## src/rtl/ctrl_iq_fsm.sv

```systemverilog
// Multi-cycle controller: instruction-queue FIFO feeding a decode/sequencing FSM.
// Optional performance counters (retired_cnt_o, skip_cnt_o) enabled by CTRL_PERF_CNT_EN.
module ctrl_iq_fsm #(
  parameter int unsigned INSTR_W  = 32,
  parameter int unsigned IQ_DEPTH = 4,
  parameter int unsigned REG_AW   = 4
) (
  input  logic               clk,
  input  logic               rst,
  input  logic [INSTR_W-1:0] imem_data_i,
  input  logic               imem_valid_i,
  output logic               imem_ready_o,
  input  logic [3:0]         nzcv_i,
  output logic [INSTR_W-1:0] ir_o,
  output logic [REG_AW-1:0]  rd_o,
  output logic [REG_AW-1:0]  rn_o,
  output logic [REG_AW-1:0]  rm_o,
  output logic [23:0]        imm24_o,
  output logic [3:0]         alu_op_o,
  output logic               write_reg_o,
  output logic               write_pc_o,
  output logic [1:0]         pc_s_o,
  output logic               la_o,
  output logic               lb_o,
  output logic               lc_o,
  output logic               lf_o,
  output logic               und_ins_o,
`ifdef CTRL_PERF_CNT_EN
  output logic [31:0]        retired_cnt_o,
  output logic [31:0]        skip_cnt_o,
`endif
  output logic               busy_o
);

  localparam int unsigned PtrW = $clog2(IQ_DEPTH);
  localparam int unsigned CntW = PtrW + 1;

  typedef enum logic [2:0] {
    StIdle, StDecode, StRead, StExec, StWb, StBranch, StUnd
  } state_e;

  state_e             state_q;
  logic [INSTR_W-1:0] ir_q;
  logic               la_q, lb_q, lc_q, lf_q, write_reg_q, write_pc_q, und_q, busy_q;
  logic [1:0]         pc_s_q;

  logic [INSTR_W-1:0] mem_q [IQ_DEPTH];
  logic [PtrW-1:0]    wr_ptr_q, rd_ptr_q;
  logic [CntW-1:0]    count_q;
  logic               push, pop, flush;

  assign imem_ready_o = (count_q != CntW'(IQ_DEPTH));
  assign push         = imem_valid_i & imem_ready_o;
  assign pop          = (state_q == StIdle) && (count_q != '0);
  assign flush        = (state_q == StBranch);

  always_ff @(posedge clk or posedge rst) begin
    if (rst) begin
      wr_ptr_q <= '0;
      rd_ptr_q <= '0;
      count_q  <= '0;
    end else if (flush) begin
      // Taken branch drops queued words and any word arriving this cycle.
      wr_ptr_q <= '0;
      rd_ptr_q <= '0;
      count_q  <= '0;
    end else begin
      if (push) wr_ptr_q <= wr_ptr_q + 1'b1;
      if (pop)  rd_ptr_q <= rd_ptr_q + 1'b1;
      count_q <= count_q + CntW'(push) - CntW'(pop);
    end
  end

  always_ff @(posedge clk) begin
    if (push && !flush) mem_q[wr_ptr_q] <= imem_data_i;
  end

  function automatic logic cond_pass(input logic [3:0] c, input logic [3:0] f);
    logic n, z, cf, v;
    n  = f[3];
    z  = f[2];
    cf = f[1];
    v  = f[0];
    case (c)
      4'h0:    return z;
      4'h1:    return !z;
      4'h2:    return cf;
      4'h3:    return !cf;
      4'h4:    return n;
      4'h5:    return !n;
      4'h6:    return v;
      4'h7:    return !v;
      4'h8:    return cf && !z;
      4'h9:    return !cf || z;
      4'hA:    return n == v;
      4'hB:    return n != v;
      4'hC:    return !z && (n == v);
      4'hD:    return z || (n != v);
      4'hE:    return 1'b1;
      default: return 1'b0;
    endcase
  endfunction

  logic is_dp, is_b, is_undef, cond_ok;
  assign is_dp    = (ir_q[27:26] == 2'b00);
  assign is_b     = (ir_q[27:25] == 3'b101);
  assign is_undef = (ir_q[31:28] == 4'hF) || !(is_dp || is_b);
  assign cond_ok  = cond_pass(ir_q[31:28], nzcv_i);

  // Strobes are registered alongside the state they belong to.
  always_ff @(posedge clk or posedge rst) begin
    if (rst) begin
      state_q     <= StIdle;
      ir_q        <= '0;
      la_q        <= 1'b0;
      lb_q        <= 1'b0;
      lc_q        <= 1'b0;
      lf_q        <= 1'b0;
      write_reg_q <= 1'b0;
      write_pc_q  <= 1'b0;
      pc_s_q      <= 2'b00;
      und_q       <= 1'b0;
      busy_q      <= 1'b0;
    end else begin
      la_q        <= 1'b0;
      lb_q        <= 1'b0;
      lc_q        <= 1'b0;
      lf_q        <= 1'b0;
      write_reg_q <= 1'b0;
      write_pc_q  <= 1'b0;
      pc_s_q      <= 2'b00;
      und_q       <= 1'b0;
      unique case (state_q)
        StIdle: begin
          if (pop) begin
            ir_q    <= mem_q[rd_ptr_q];
            state_q <= StDecode;
            busy_q  <= 1'b1;
          end
        end
        StDecode: begin
          if (is_undef) begin
            state_q <= StUnd;
            und_q   <= 1'b1;
          end else if (!cond_ok) begin
            state_q <= StIdle;
            busy_q  <= 1'b0;
          end else if (is_b) begin
            state_q    <= StBranch;
            write_pc_q <= 1'b1;
            pc_s_q     <= 2'b01;
          end else begin
            state_q <= StRead;
            la_q    <= 1'b1;
            lb_q    <= 1'b1;
          end
        end
        StRead: begin
          state_q <= StExec;
          lc_q    <= 1'b1;
          lf_q    <= ir_q[20];
        end
        StExec: begin
          state_q     <= StWb;
          // TST/TEQ/CMP/CMN (1000..1011) only set flags.
          write_reg_q <= (ir_q[24:23] != 2'b10);
        end
        StWb, StBranch, StUnd: begin
          state_q <= StIdle;
          busy_q  <= 1'b0;
        end
        default: begin
          state_q <= StIdle;
          busy_q  <= 1'b0;
        end
      endcase
    end
  end

`ifdef CTRL_PERF_CNT_EN
  logic [31:0] retired_q, skip_q;

  always_ff @(posedge clk or posedge rst) begin
    if (rst) begin
      retired_q <= '0;
      skip_q    <= '0;
    end else begin
      if (state_q == StWb || state_q == StBranch) retired_q <= retired_q + 32'd1;
      if (state_q == StDecode && !is_undef && !cond_ok) skip_q <= skip_q + 32'd1;
    end
  end

  assign retired_cnt_o = retired_q;
  assign skip_cnt_o    = skip_q;
`endif

  assign ir_o        = ir_q;
  assign rd_o        = REG_AW'(ir_q[15:12]);
  assign rn_o        = REG_AW'(ir_q[19:16]);
  assign rm_o        = REG_AW'(ir_q[3:0]);
  assign imm24_o     = ir_q[23:0];
  assign alu_op_o    = ir_q[24:21];
  assign write_reg_o = write_reg_q;
  assign write_pc_o  = write_pc_q;
  assign pc_s_o      = pc_s_q;
  assign la_o        = la_q;
  assign lb_o        = lb_q;
  assign lc_o        = lc_q;
  assign lf_o        = lf_q;
  assign und_ins_o   = und_q;
  assign busy_o      = busy_q;

endmodule
```

## config.mk

```make
export PLATFORM = sky130hd
export DESIGN_NAME = ctrl_iq_fsm
export DESIGN_NICKNAME = d
export VERILOG_FILES = /design/src/rtl/ctrl_iq_fsm.sv
export SDC_FILE = /design/constraint.sdc
export NUM_CORES = 1
export LEC_CHECK = 0
export BUFFER_PORTS_ARGS = -buffer_cell sky130_fd_sc_hd__buf_2
export CAP_MARGIN = 20
export CORE_MARGIN = 2
export CORE_UTILIZATION = 50
export CTS_CLUSTER_SIZE = 10
export DETAILED_ROUTE_END_ITERATION = 7
export PLACE_DENSITY = 0.73
export SYNTH_ARGS = -nofsm -noshare
export SYNTH_HDL_FRONTEND = slang
export SYNTH_SLANG_ARGS = --single-unit
```

## constraint.sdc

```tcl
create_clock -name clk -period 2.9 [get_ports clk]
set_clock_uncertainty 0.15 [all_clocks]
set_input_delay 0.58 -clock clk [delete_from_list [all_inputs] [get_ports clk]]
set_output_delay 0.58 -clock clk [all_outputs]
set_load 0.005 [all_outputs]
```

==> results of run 1 <==
==> flip-flops by register name, indices dropped and copies added (netlist names) <==
signal and count:
busy_o 1, count_q 3, ir_o 32, lb_o 1, lc_o 1, lf_o 1
mem_q 128, rd_ptr_q 2, state_q 3, und_ins_o 1, wr_ptr_q 2, write_pc_o 1
write_reg_o 1
==> critical path: cells and delay by family, from the launching register on <==
family / cells / cell delay [ps]
adder cells (fa/ha/maj): 3 / 770
flip-flops: 1 / 450
AND/OR/NAND/NOR: 4 / 410
XOR/XNOR: 2 / 340
buffers and inverters: 2 / 110
==> cell type report <==
cell class              count  area, µm²  area share, %
flip-flops and latches    177       5070           60.6
clock inverters            11        160           1.91
inverters                   8       30.0          0.359
repair buffers            131        746           8.91
multi-input cells         145       1680           20.0
well taps                 180        225           2.69
clock buffers              21        460           5.50
==> per-layer routing <==
layer / global-route usage, % / vias up / wire length (µm)
li1: - / 1623 / -
met1: 22.7 / 1861 / 5320
met5: 0 / - / 0
met3: 4.62 / 14 / 620
met4: 6.61 / 0 / 176
met2: 28.1 / 127 / 6290
==> kinds of logic after synthesis <==
logic type	Yosys count	share of synthesized area [%]
and+or+nand+nor	47	3.45
xor gates and xnor gates	7	0.857
muxes	66	15.4
other	1	0.0524
adders and majority gates	7	1.33
buffers and inverters	65	5.81
AOI/OAI and AO/OA	17	2.24
DFF	177	70.9
==> through the flow <==
step                      power (mW)  util [%]  cells  hold WS [ps]  cell area (µm²)
after CTS                       9.39      60.1    673          54.7             8370
after global routing            9.79      60.1    673          74.6             8370
after floorplan                 6.18         -    387           327             7150
final                           9.25      60.1    673          47.3             8370
after detailed placement        7.00      55.6    641           327             7750
after global placement          6.89      55.6    641           320             7750
==> worst max path at each step <==
stage | startpoint | slack [ps] | cells after the start | endpoint
after floorplan | state_q[1] | 320 | 11 | count_q[2]
after global placement | nzcv_i[2] | 620 | 6 | busy_o
after detailed placement | imem_valid_i | 530 | 10 | count_q[2]
after CTS | count_q[1] | 560 | 11 | count_q[2]
after global routing | count_q[1] | 390 | 11 | count_q[2]
final | count_q[1] | 550 | 11 | count_q[2]
==> Yosys cell counts (2+ instances only) <==
| cell | instances | area [µm²] |
|---|---|---|
| a21oi_1 | 2 | 10.0 |
| a311oi_1 | 2 | 17.5 |
| and2_1 | 6 | 37.5 |
| buf_2 | 8 | 40.0 |
| buf_4 | 43 | 323 |
| clkbuf_1 | 6 | 22.5 |
| dfrtp_1 | 49 | 1230 |
| edfxtp_1 | 128 | 3840 |
| ha_1 | 6 | 75.1 |
| inv_1 | 8 | 30.0 |
| mux2_2 | 30 | 338 |
| mux2i_1 | 4 | 40.0 |
| mux4_2 | 32 | 721 |
| nand2_1 | 9 | 33.8 |
| nand3_1 | 2 | 10.0 |
| nor2_1 | 13 | 48.8 |
| nor2b_1 | 5 | 31.3 |
| nor3b_1 | 2 | 15.0 |
| nor4_1 | 3 | 18.8 |
| o21ai_0 | 3 | 15.0 |
| xnor2_1 | 4 | 35.0 |
| xor2_1 | 3 | 26.3 |
==> power breakdown <==
group / total [mW] / switching, mW / internal (mW)
registers: 3.97 / 0.509 / 3.47
logic: 2.92 / 1.32 / 1.60
clock network: 2.36 / 0.882 / 1.48
==> run_results.csv, run 1 <==
group,metric,value,unit
status,status,"finished, final reports clean",
sta,layout_setup_ws,555,ps
synthesis,syn-num-nets,433,
detailed_routing,ant_nets,0,
global_routing,antenna_found_initial,0,
pwr,p_per_area,1110,nW/µm²
worst_setup_path,cp.arrival,2490,ps
clock_network,clk_pin_slew,60,ps
detailed_routing,drc,0,
global_routing,grt-ovfl-total,0,
finish,n_antenna_cell,0,
worst_setup_path,slowest_delay,450,ps
sta,timing.fmax,0.426,GHz
die,start_util,51.3,%
global_routing,grt_max_degree,38,
clock_network,cts_resized,0,
placed_design,place.port_buffers,120,
worst_setup_path,cp_cell_sequence,"nor2_1 > nand2_1 > nand2_1 > ha_1 > inv_1 > ha_1 > inv_1 > fa_1 > xor2_1 > xnor2_1 > nor2_1",
clock_network,cts_htree_levels,4,
finish,nets,526,
worst_setup_path,r2r_start,"count_q[1]",
sta,rsz0062_at_grt,"no",
clock_network,cts_root_buffer,"clkbuf_16",
global_routing,grt_pass1_wl,19200,µm
synthesis,async_flop_share,27.7,%
worst_setup_path,ff2ff_setup_slack,550,ps
synthesis,synth_edf_count,128,
flow_run,max-cap-violations,0,
sta,slew_violations,0,
finish,n_fill_cell,1039,
sta,setup_viol,0,
synthesis,synth_ff_type,"edfxtp_1",
die,die_w,124,µm
clock_network,insertion_delay,420,ps
pwr,p_leak,3.20,nW
worst_setup_path,worstPathMaxFanout,5,
placed_design,dp_hpwl,7580,µm
clock_network,cts_buffers,17,
sta,fin_tns_setup,0,ps
detailed_routing,vias_per_cell,5.39,
sta,tightestPinTransition,553,ps
worst_setup_path,ff2ff_path_depth,11,
synthesis,ys_warn_count,0,
global_routing,grt_pass1_vias,3530,
finish,final_common_cell,"edfxtp_1",
detailed_routing,first_iter_violations,206,
synthesis,synth_cell_types,41,
detailed_routing,drt_pre_antenna_iters,4,
clock_network,cts_sinks,177,
synthesis,syn_area_per_cell,18.5,µm²
pwr,vdd_ir_drop_max,567,µV
die,io_pins,122,
finish,drive_above_1_share,47.7,%
worst_setup_path,critical_path_class,"flop to flop",
placed_design,routabilityCongestion,0.817,
clock_network,cts_tree,"yes",
clock_network,cts_hold_buf,0,
global_routing,track_usage,17.4,%
sta,finalCritPeriodShare,80.9,%
die,core_area,13900,µm²
clock_network,clock_path_buffers,2,
worst_setup_path,slowest_stage,"dfrtp_1",
sta,hold_violations,0,
sta,relSlewSlack,62.6,%
die,die-area,15300,µm²
finish,final_cell_mix,"edfxtp_1 (128), buf_2 (120), dfrtp_1 (47), mux4_2 (32), mux2_2 (30)",
clock_network,post_cts_buffers,0,
detailed_routing,dr_total_vias,3625,
finish,areaGrowthSynthToFinish,17.1,%
worst_setup_path,startpoint_type,"flop",
detailed_routing,totalWireLength,12400,µm
sta,finalCriticalPeriod,2350,ps
synthesis,synth_cells,387,
synthesis,ys_seq_elements,177,
synthesis,yosysSeqAreaShare,70.9,%
worst_setup_path,regToRegEndpoint,"count_q[2]",
worst_setup_path,crit_required,3040,ps
hold_path,hp-class,"input pin to asynchronous set/reset pin",
placed_design,pre_cts_ws,531,ps
worst_setup_path,end_kind,"flop",
synthesis,synth.cell_area,7150,µm²
die,rows,43,
detailed_routing,drt-wirelength-per-cell,18.4,µm
die,dieHeight,124,µm
(Power assumes the default switching activity.)
==> run 2, diff against run 1 <==
Clock period 2.9 ns to 2.2 ns, I/O delays scaled along.
==> run_results.csv, run 2 (same netlist as run 1, synthesis figures left out) <==
group,metric,value,unit
detailed_routing,drt-wirelength-per-cell,18.4,µm
placed_design,dp_hpwl,7610,µm
sta,relSlewSlack,63.3,%
placed_design,placed_area,7860,µm²
finish,regMostFlops,"mem_q",
global_routing,grt-ovfl-total,0,
clock_network,clk_pin_slew,60,ps
global_routing,use_met2,29.7,%
clock_network,cts_htree_levels,4,
clock_network,cts_root_buffer,"clkbuf_16",
finish,final_cell_mix,"edfxtp_1 (128), buf_2 (120), dfrtp_1 (45), mux4_2 (32), mux2_2 (30)",
die,core_area,13900,µm²
pwr,vdd_ir_drop_max,615,µV
worst_setup_path,worstPathMaxFanout,2,
worst_setup_path,end_kind,"flop",
finish,n_fill_cell,1007,
detailed_routing,drt_pre_antenna_iters,4,
finish,final_area,8420,µm²
pwr,power,12.0,mW
placed_design,place.port_buffers,120,
sta,finalCritPeriodShare,100,%
pwr,p_per_area,1430,nW/µm²
flow_run,max-cap-violations,0,
placed_design,placedCellCount,648,
worst_setup_path,crit_required,2360,ps
clock_network,cts_tree,"yes",
die,rows,43,
finish,regArea,5070,µm²
pwr,switching_share,30.1,%
finish,final_cell_count_no_fill,683,
sta,hold_violations,0,
sta,tightestPinTransition,551,ps
die,die_w,124,µm
global_routing,grt_pass1_vias,3612,
pwr,p_int,8.40,mW
global_routing,grtUsageMet1,21.4,%
detailed_routing,vias_per_cell,5.29,
clock_network,insertion_delay,420,ps
global_routing,grt_pass1_wl,19200,µm
pwr,power.switching,3.62,mW
detailed_routing,first_iter_violations,168,
finish,areaGrowthSynthToFinish,17.8,%
detailed_routing,drc,0,
sta,rsz0062_at_grt,"yes",
global_routing,grt_max_degree,38,
pwr,combPwrFrac,35.0,%
pwr,p_leak,3.20,nW
global_routing,grt_busiest_layer,"met2",
sta,setup_viol,1,
sta,layout_setup_ws,-8.43,ps
status,violations,"negative setup slack",
die,die-area,15300,µm²
clock_network,cts_buffers,17,
pwr,clkPwrFrac,22.5,%
sta,slew_violations,0,
detailed_routing,ant_nets,0,
worst_setup_path,cp.arrival,2360,ps
die,dieHeight,124,µm
detailed_routing,totalWireLength,12600,µm
global_routing,grtUsageMet3,5.63,%
global_routing,track_usage,17.7,%
clock_network,cts_sinks,177,
finish,drive_above_1_share,49.0,%
sta,timing.fmax,0.453,GHz
finish,final_common_cell,"edfxtp_1",
finish,nets,535,
pwr,seqPwrFrac,42.6,%
worst_setup_path,startpoint_type,"flop",
die,io_pins,122,
placed_design,routabilityCongestion,0.802,
sta,fin_hold_ws,83.5,ps
global_routing,antenna_found_initial,2,
worst_setup_path,critical_path_class,"flop to flop",
hold_path,hp-class,"input pin to flop",
finish,largest_reg_flops,128,
status,status,"finished with violations",
sta,finalCriticalPeriod,2210,ps
detailed_routing,dr_total_vias,3616,
finish,multi_input_area,1720,µm²
die,start_util,51.3,%
clock_network,clock_path_buffers,2,
-- run 2: path summary, 6_finish.rpt --
path | startpoint | end | slack (ps) | cells past startpoint
max | state_q[2] | count_q[2] | -8 | 9
min | imem_data_i[23] | mem_q[3][23] | 80 | 1
max reg2reg | state_q[2] | count_q[2] | -8 | 9
min reg2reg | ir_o[24] | write_reg_o | 340 | 1
max in group asynchronous | rst | count_q[1] | 930 | 4
min in group asynchronous | rst | ir_o[6] | 430 | 3
-- run 2: cell type report --
class	count	area share, %
Sequential cell	177	60.3
Clock buffer	25	5.53
Inverter	8	0.357
Tap cell	180	2.67
Timing Repair Buffer	140	9.99
Antenna cell	1	0.0297
Multi-Input combinational cell	145	20.4
Clock inverter	7	0.758
-- run 2: per-layer routing --
layer,vias up,routed length (µm)
met3,21,708
met1,1846,5250
met4,2,223
met2,102,6400
met5,-,10
li1,1645,-
-- run 2: what timing repair did --
| item | in CTS | in global routing |
|---|---|---|
| setup buffers | 1 | 0 |
| setup endpoints to repair | 1 | 1 |
| endpoints found under the hold margin | 16 | 0 |
| gates resized for setup | 3 | 1 |
| hold buffers | 1 | 0 |
| pin swaps | 2 | 1 |
-- run 2: critical path, cell delays in order (launching register included) --
cell,delay [ps]
dfrtp_1,410
nor4_4,340
ha_4,250
inv_1,50
ha_1,130
inv_1,50
fa_2,350
xor2_2,190
xnor2_1,140
nor2_1,50
-- run 2: power groups by stage --
| stage | clock network [mW] | logic, mW | registers [mW] |
|---|---|---|---|
| floorplan | 0 | 3.12 | 5.09 |
| global placement | 0 | 4.13 | 5.13 |
| detailed placement | 0 | 4.23 | 5.20 |
| CTS | 2.77 | 4.29 | 5.13 |
| global route | 2.90 | 4.63 | 5.23 |
| finish | 2.70 | 4.20 | 5.11 |
-- run 2: metrics by stage --
step                      util, %  setup slack, ps  TNS [ps]
after CTS                    60.4            -17.5     -17.5
after global routing         60.4             -112      -112
final                        60.4            -8.43     -8.43
after floorplan                 -             -228      -335
after detailed placement     56.4            -48.8     -48.8
after global placement       56.4             13.3         0
==> run 3, diff against run 2 <==
Settings changed: PLACE_DENSITY 0.73 to default, PLACE_DENSITY_LB_ADDON from default to 0.08.
==> run_results.csv, run 3 (same netlist as run 1, synthesis figures left out) <==
group,metric,value,unit
status,status,"finished, final reports clean",
worst_setup_path,startpoint_type,"flop",
placed_design,dp_hpwl,7680,µm
detailed_routing,dr_total_vias,3601,
clock_network,clock_path_buffers,2,
global_routing,grt_max_degree,38,
finish,drive_above_1_share,49.5,%
sta,rsz0062_at_grt,"yes",
clock_network,clk_pin_slew,70,ps
detailed_routing,drc,0,
die,die-area,15300,µm²
die,die_w,124,µm
detailed_routing,totalWireLength,12400,µm
sta,setup_viol,0,
global_routing,grt_pass1_vias,3573,
global_routing,antenna_found_initial,1,
die,dieHeight,124,µm
clock_network,cts_buffers,17,
pwr,vdd_ir_drop_max,687,µV
worst_setup_path,critPathCapture,"count_q[2]",
clock_network,insertion_delay,420,ps
detailed_routing,drt-wirelength-per-cell,18.2,µm
sta,tightestPinTransition,596,ps
detailed_routing,first_iter_violations,159,
clock_network,cts_tree,"yes",
worst_setup_path,ff2ff_setup_slack,10,ps
sta,finalCriticalPeriod,2190,ps
worst_setup_path,cp.arrival,2340,ps
sta,relSlewSlack,59.8,%
sta,finalCritPeriodShare,99.4,%
placed_design,pre_cts_ws,-42.7,ps
sta,hold_violations,0,
placed_design,place.port_buffers,120,
detailed_routing,drt_pre_antenna_iters,4,
detailed_routing,ant_nets,0,
finish,nets,538,
finish,areaGrowthSynthToFinish,18.7,%
sta,layout_setup_ws,13.1,ps
clock_network,cts_root_buffer,"clkbuf_16",
worst_setup_path,worstPathMaxFanout,2,
die,rows,43,
global_routing,grt_pass1_wl,19100,µm
clock_network,cts_htree_levels,4,
pwr,p_per_area,1450,nW/µm²
flow_run,max-cap-violations,0,
worst_setup_path,end_kind,"flop",
die,start_util,51.3,%
worst_setup_path,startpoint,"state_q[2]",
die,io_pins,122,
worst_setup_path,crit_required,2360,ps
sta,timing.fmax,0.457,GHz
worst_setup_path,regToRegEndpoint,"count_q[2]",
finish,final_common_cell,"edfxtp_1",
hold_path,min-delay-start,"imem_data_i[17]",
global_routing,track_usage,17.6,%
worst_setup_path,critical_path_class,"flop to flop",
hold_path,hp-class,"input pin to flop",
placed_design,routabilityCongestion,0.781,
finish,n_antenna_cell,0,
sta,slew_violations,0,
pwr,p_leak,3.24,nW
sta,fin_tns_setup,0,ps
clock_network,cts_sinks,177,
die,core_area,13900,µm²
worst_setup_path,r2r_start,"state_q[2]",
finish,regMostFlops,"mem_q",
detailed_routing,vias_per_cell,5.26,
worst_setup_path,ff2ff_path_depth,9,
finish,final_cell_mix,"edfxtp_1 (128), buf_2 (120), dfrtp_1 (46), mux4_2 (32), mux2_2 (30)",
finish,largest_reg_flops,128,
global_routing,grt-ovfl-total,0,
run 3: how the worst min path moves through the flow:
stage               cells past startpoint  slack, ps            to
global route                            1         60  mem_q[0][24]
finish                                  1         80  mem_q[2][17]
floorplan                               1        330   write_reg_o
detailed placement                      2        340     und_ins_o
global placement                        2        330          lb_o
CTS                                     1         60  mem_q[3][16]
run 3: routing by layer:
layer / GRT usage (%) / vias to the layer above / wire, µm / part of all wire [%]
met3: 5.72 / 17 / 753 / 6.1
li1: - / 1648 / - / -
met2: 27.9 / 106 / 6080 / 49
met1: 22.9 / 1828 / 5440 / 44
met5: 0 / - / 9 / 0.072
met4: 6.25 / 2 / 155 / 1.2
run 3: stage by stage:
step | std cells | hold slack [ps] | power [mW] | utilization [%] | instance area [µm²]
floorplan | 387 | 327 | 8.21 | - | 7190
global placement | 650 | 329 | 9.33 | 56.5 | 7870
detailed placement | 650 | 341 | 9.42 | 56.5 | 7870
CTS | 684 | 58.1 | 12.5 | 60.9 | 8480
global route | 685 | 60.1 | 13.1 | 60.9 | 8490
finish | 685 | 80.4 | 12.3 | 60.9 | 8490
run 3: critical path: stages (launching register included):
cell,delay [ps]
dfrtp_1,410
nor4_4,360
ha_4,250
inv_1,50
ha_1,130
inv_1,50
fa_2,330
xor2_1,160
xnor2_1,140
nor2_1,50
run 3: final cells by class:
class                      count  area [µm²]
fill                        1042        5440
sequential                   177        5070
multi-input combinational    145        1710
timing repair buffer         143         863
clock buffer                  18         429
tap                          180         225
clock inverter                14         161
inverter                       8        30.0
run 3: power breakdown:
part	total, mW	switching (mW)	leakage [nW]	internal [mW]
sequential	5.15	0.583	1.76	4.57
clock	3.01	1.22	0.284	1.78
combinational	4.13	1.87	1.20	2.27
run 3: timing repair:
action | in CTS | in global routing
endpoints found under the setup margin | 1 | 6
gates cloned | 0 | 0
buffers inserted | 1 | 1
hold endpoints to repair | 19 | 0
gates resized for setup | 1 | 0
hold buffers | 1 | 0
pin swaps | 3 | 3
